$ cat src/rtl/adder_if.sv
// Handshake bundle for the registered adder: operand side (in_*, a, b)
// and result side (out_*, s, c) plus the carry-event counter.
interface adder_if #(
  parameter int WIDTH = 1,
  parameter int CNT_W = 8
);
  logic             in_valid;
  logic             in_ready;
  logic [WIDTH-1:0] a;
  logic [WIDTH-1:0] b;
  logic             out_valid;
  logic             out_ready;
  logic [WIDTH-1:0] s;
  logic             c;
  logic [CNT_W-1:0] carry_count;

  // Upstream/downstream environment around the adder.
  modport master (
    output in_valid, a, b, out_ready,
    input  in_ready, out_valid, s, c, carry_count
  );

  // The adder itself.
  modport slave (
    input  in_valid, a, b, out_ready,
    output in_ready, out_valid, s, c, carry_count
  );
endinterface

$ cat src/rtl/adder.sv
// Registered WIDTH-bit adder (half adder at WIDTH=1) with a one-entry
// result register, valid/ready handshakes on both sides and a saturating
// count of accepted transactions that produced a carry.
module adder #(
  parameter int WIDTH = 1,
  parameter int CNT_W = 8
) (
  input  logic   clk,
  input  logic   rst,
  adder_if.slave bus
);

  // The only control state: whether the result register holds a live result.
  typedef enum logic {
    EMPTY = 1'b0,
    FULL  = 1'b1
  } state_t;

  localparam logic [CNT_W-1:0] CNT_MAX = '1;

  state_t           state_reg;
  state_t           state_next;
  logic [WIDTH-1:0] s_reg;
  logic             c_reg;
  logic [CNT_W-1:0] count_reg;
  logic             accept;
  logic             consume;
  logic [WIDTH:0]   sum_full;

  // Ready whenever the result slot is free or is being drained this cycle;
  // this gives full throughput with a single result register.
  assign bus.in_ready = (state_reg == EMPTY) || bus.out_ready;
  assign accept       = bus.in_valid && bus.in_ready;
  assign consume      = (state_reg == FULL) && bus.out_ready;

  // Carry is simply the extra top bit of the widened sum.
  assign sum_full = {1'b0, bus.a} + {1'b0, bus.b};

  // Next-state: accept always (re)fills the slot; a bare consume empties it.
  always_comb begin
    state_next = state_reg;
    if (accept) begin
      state_next = FULL;
    end else if (consume) begin
      state_next = EMPTY;
    end
  end

  // State register.
  always_ff @(posedge clk or posedge rst) begin
    if (rst) begin
      state_reg <= EMPTY;
    end else begin
      state_reg <= state_next;
    end
  end

  // Result register: loads on accept, otherwise holds (also after consume).
  always_ff @(posedge clk or posedge rst) begin
    if (rst) begin
      s_reg <= '0;
      c_reg <= 1'b0;
    end else if (accept) begin
      s_reg <= sum_full[WIDTH-1:0];
      c_reg <= sum_full[WIDTH];
    end
  end

  // Carry-event counter, saturating at all-ones; independent of consumption.
  always_ff @(posedge clk or posedge rst) begin
    if (rst) begin
      count_reg <= '0;
    end else if (accept && sum_full[WIDTH] && (count_reg != CNT_MAX)) begin
      count_reg <= count_reg + 1'b1;
    end
  end

  assign bus.out_valid   = (state_reg == FULL);
  assign bus.s           = s_reg;
  assign bus.c           = c_reg;
  assign bus.carry_count = count_reg;

endmodule

$ cat src/flat_wrapper.sv
// flat-port wrapper written by rule: the top's interface ports become plain ports
module adder_flat 
#(
  parameter int WIDTH = 1,
  parameter int CNT_W = 8
)
  (clk, rst, bus_in_valid, bus_a, bus_b, bus_out_ready, bus_in_ready, bus_out_valid, bus_s, bus_c, bus_carry_count);
  adder_if #(.WIDTH(WIDTH), .CNT_W(CNT_W)) bus_i ();
  input  logic clk;
  input  logic rst;
  input wire logic [$bits(bus_i.in_valid)-1:0] bus_in_valid;
  input wire logic [$bits(bus_i.a)-1:0] bus_a;
  input wire logic [$bits(bus_i.b)-1:0] bus_b;
  input wire logic [$bits(bus_i.out_ready)-1:0] bus_out_ready;
  output wire logic [$bits(bus_i.in_ready)-1:0] bus_in_ready;
  output wire logic [$bits(bus_i.out_valid)-1:0] bus_out_valid;
  output wire logic [$bits(bus_i.s)-1:0] bus_s;
  output wire logic [$bits(bus_i.c)-1:0] bus_c;
  output wire logic [$bits(bus_i.carry_count)-1:0] bus_carry_count;
  assign bus_i.in_valid = bus_in_valid;
  assign bus_i.a = bus_a;
  assign bus_i.b = bus_b;
  assign bus_i.out_ready = bus_out_ready;
  assign bus_in_ready = bus_i.in_ready;
  assign bus_out_valid = bus_i.out_valid;
  assign bus_s = bus_i.s;
  assign bus_c = bus_i.c;
  assign bus_carry_count = bus_i.carry_count;
  adder #(.WIDTH(WIDTH), .CNT_W(CNT_W)) u_core (.clk(clk), .rst(rst), .bus(bus_i));
endmodule
$ cat config.mk
export PLATFORM = sky130hd
export DESIGN_NAME = adder_flat
export DESIGN_NICKNAME = d
export VERILOG_FILES = /design/src/rtl/adder_if.sv /design/src/rtl/adder.sv /design/src/flat_wrapper.sv
export SDC_FILE = /design/constraint.sdc
export NUM_CORES = 1
export LEC_CHECK = 0
export BUFFER_PORTS_ARGS = -buffer_cell sky130_fd_sc_hd__buf_4
export CORE_MARGIN = 10
export CORE_UTILIZATION = 40
export DETAILED_ROUTE_END_ITERATION = 7
export SETUP_SLACK_MARGIN = 0.5
export SYNTH_ARGS = -nofsm -noshare
export SYNTH_HDL_FRONTEND = slang
export SYNTH_SLANG_ARGS = --single-unit
$ cat constraint.sdc
create_clock -name clk -period 2 [get_ports clk]
set_input_delay 0.1 -clock clk [delete_from_list [all_inputs] [get_ports clk]]
set_output_delay 0.1 -clock clk [all_outputs]
set_load 0.01 [all_outputs]
==> results by group <==
Final layout
  – Max FFs per register: 8
  – Ant. Diodes: 0
  – Commonest non-fill, non-tap cells in the layout: buf_4, dfrtp_1, nand2_1
  – NumNets Final: 84
  – Share of layout cells above drive strength 1: 49.3%
  – Fillers: 115
  – P&R area growth vs syn: 36.2%
  – Cell area after layout: 786 um2
  – Core Util, Final: 58.9%
  – Most common cell after layout, fill and taps aside: buf_4

Pwr
  – Pwr Density: 944 nW/um2
  – Static leakage: 0.388 nW
  – Peak supply drop: 549 uV
  – Overall power: 0.742 mW

Critical path
  – Crit path max-delay cell type: dfrtp_1
  – Worst r2r path cells: 5
  – CP Cell Sequence: ha_2 > and2_4 > nand4_1 > nor2_1 > mux2_4
  – R2R Setup Slk: 0.52 ns
  – Critical Path End Type: flip-flop
  – Critical path required time: 2.15 ns
  – Crit path kind: flip-flop to flip-flop
  – Critical R2R Launch: u_core.bus.carry_count[0]$_DFFE_PP0P_
  – Crit path DAT: 1.63 ns
  – CP Max Fanout: 5
  – Startpoint Class: flip-flop
  – CP max stage delay: 0.39 ns
  – RR Endpoint: u_core.bus.carry_count[6]$_DFFE_PP0P_

Global route
  – Total GRT Usage: 8.13%
  – GR met3 Demand/Resource: 4.36%
  – Met2 Use GR: 12.7%
  – GRT Residual Overflow: 0
  – Initial antenna violation count: 0
  – First-pass GRT wire length: 2190 um
  – Largest net degree at the start of global routing: 12
  – Grt met1 use: 9.46%
  – GRT busiest layer: met2
  – Vias in the first global route: 473

Synthesis
  – Mapped Area: 577 um2
  – Yosys warnings: 0
  – Area leader, netlist: dfrtp_1
  – Syn Inst Count: 51
  – Synthesized flop and latch total: 11
  – Mean Syn Cell Area: 11.3 um2
  – Mapped Nets: 59
  – Register area share after synthesis: 47.7%
  – Largest cells by area after synthesis: dfrtp_1, mux2_2, nand2_1, ha_1, a31oi_4
  – Yosys cell types: 24
  – Share of the synthesized area in the top cell type: 47.7%

STA
  – Final TNS setup: 0 ns
  – Minimum clock period: 1.48 ns
  – Max Clk Rate: 0.675 GHz
  – Clk_skew: 0.00603 ns
  – Period utilization: 74.1%
  – Fin. max-slew vios: 0
  – RSZ-0062 raised after global routing: true
  – Final setup viols: 0
  – Worst Tran Pin Value: 0.436 ns
  – Final Hold Viols: 0
  – Final worst slack: 0.519 ns
  – Slew HR: 70.9%

Clock network
  – CTS Sinks: 11
  – Num CTS Buffers: 3
  – CTS Buffer Depth: 2
  – Clk root buf: clkbuf_4
  – Clk Latency, worst-skew pair: 0.26 ns
  – CTS tree: built
  – Clk pin slew, worst setup/hold paths: 0.07 ns
  – H-tree Lvls: 1

Floorplanning
  – Die width: 58.0 um
  – Core Area: 1330 um2
  – Vert. Die Dim: 58.0 um
  – Die area: 3360 um2
  – Top-Level Pins: 18
  – Initial core utilization: 43.2%
  – FP Rows: 13

Route
  – DR pass1 iterations: 4
  – Vias: 453
  – # DRC: 0
  – DRT antenna net count: 0
  – WL final: 1270 um
  – DR iter-0 viols: 5
  – Routed wire per std cell: 14.1 um
  – Vias per inst: 5.03

Placed design
  – Placed cell area: 723 um2
  – # port buffers: 17
  – Placer Congestion: 0.767
  – DP Worst Slack: 0.533 ns
  – Dpl hpwl: 1030 um

Min path
  – Hold Path Depth: 2
  – Hold Crit Start: bus_in_valid
  – Hold Crit Class: input pin to flip-flop
  – Hold Crit Endpoint: u_core.bus.out_valid$_DFFE_PP0P_

Outcome
  – Outcome: finished clean

Flow run
  – MaxCap Viol Count: 0
==> worst max path at each step <==
stage / from / end / slack (ns) / cells past startpoint
after floorplan: u_core.bus.carry_count[0]$_DFFE_PP0P_ / u_core.bus.carry_count[6]$_DFFE_PP0P_ / 0.49 / 6
after global placement: u_core.bus.carry_count[0]$_DFFE_PP0P_ / u_core.bus.carry_count[6]$_DFFE_PP0P_ / 0.58 / 5
after detailed placement: u_core.bus.carry_count[0]$_DFFE_PP0P_ / u_core.bus.carry_count[6]$_DFFE_PP0P_ / 0.53 / 5
after CTS: u_core.bus.carry_count[0]$_DFFE_PP0P_ / u_core.bus.carry_count[6]$_DFFE_PP0P_ / 0.51 / 5
after global routing: u_core.bus.carry_count[0]$_DFFE_PP0P_ / u_core.bus.carry_count[6]$_DFFE_PP0P_ / 0.46 / 5
final: u_core.bus.carry_count[0]$_DFFE_PP0P_ / u_core.bus.carry_count[6]$_DFFE_PP0P_ / 0.52 / 5
==> layout make-up <==
type | count | area (um2) | area share (%)
Tap cell | 15 | 18.8 | 2.39
Sequential cell | 11 | 275 | 35.0
Inverter | 2 | 7.51 | 0.955
Timing Repair Buffer | 21 | 160 | 20.4
Clock buffer | 4 | 26.3 | 3.34
Multi-Input combinational cell | 37 | 298 | 37.9
==> cells in the mapped netlist, drive strengths merged <==
library cell and n:
and3 2, nor2 3, a31oi 2, nand3 3, mux2 5, xnor2 1
a211oi 1, and4 1, dfrtp 11, xor2 2, nand2b 2, nand4 2
a21oi 2, buf 1, and2 1, nand2 7, ha 2, nor2b 1
inv 2
==> power breakdown <==
| part | switching (mW) | internal (mW) | total [mW] |
|---|---|---|---|
| clock network | 0.0745 | 0.0770 | 0.151 |
| logic | 0.117 | 0.159 | 0.276 |
| registers | 0.0451 | 0.269 | 0.315 |
==> logic make-up after synthesis <==
family | Yosys count | synth area share, %
AOI/OAI and AO/OA | 5 | 8.68
xor gates and xnor gates | 3 | 4.56
adders and majority gates | 2 | 4.34
buffers and inverters | 3 | 2.17
DFF | 11 | 47.7
muxes | 5 | 10.4
and+or+nand+nor | 22 | 22.1
==> worst max-delay path: cells and delay by family (launching register included) <==
| kind | cells | cell delay (ns) |
|---|---|---|
| DFF | 1 | 0.39 |
| adders and majority gates | 1 | 0.20 |
| muxes | 1 | 0.31 |
| and+or+nand+nor | 3 | 0.46 |
==> what timing repair did <==
item | in CTS | in global routing
endpoints found under the setup margin | 0 | 1
endpoints found under the hold margin | 11 | 0
buffers inserted | 0 | 3
hold buffers | 1 | 0
gates resized for setup | 0 | 1
==> metrics by stage <==
| stage | hold WS (ns) | std cells |
|---|---|---|
| final | 0.0827 | 90 |
| after global routing | 0.0744 | 90 |
| after CTS | 0.0853 | 87 |
| after detailed placement | 0.127 | 82 |
| after global placement | 0.125 | 82 |
| after floorplan | -0.0476 | 51 |
==> metal layers <==
layer,vias up,wire [um]
met4,0,12
met3,2,86
li1,228,-
met2,9,620
met5,-,0
met1,214,550
(Power assumes the default switching activity.)
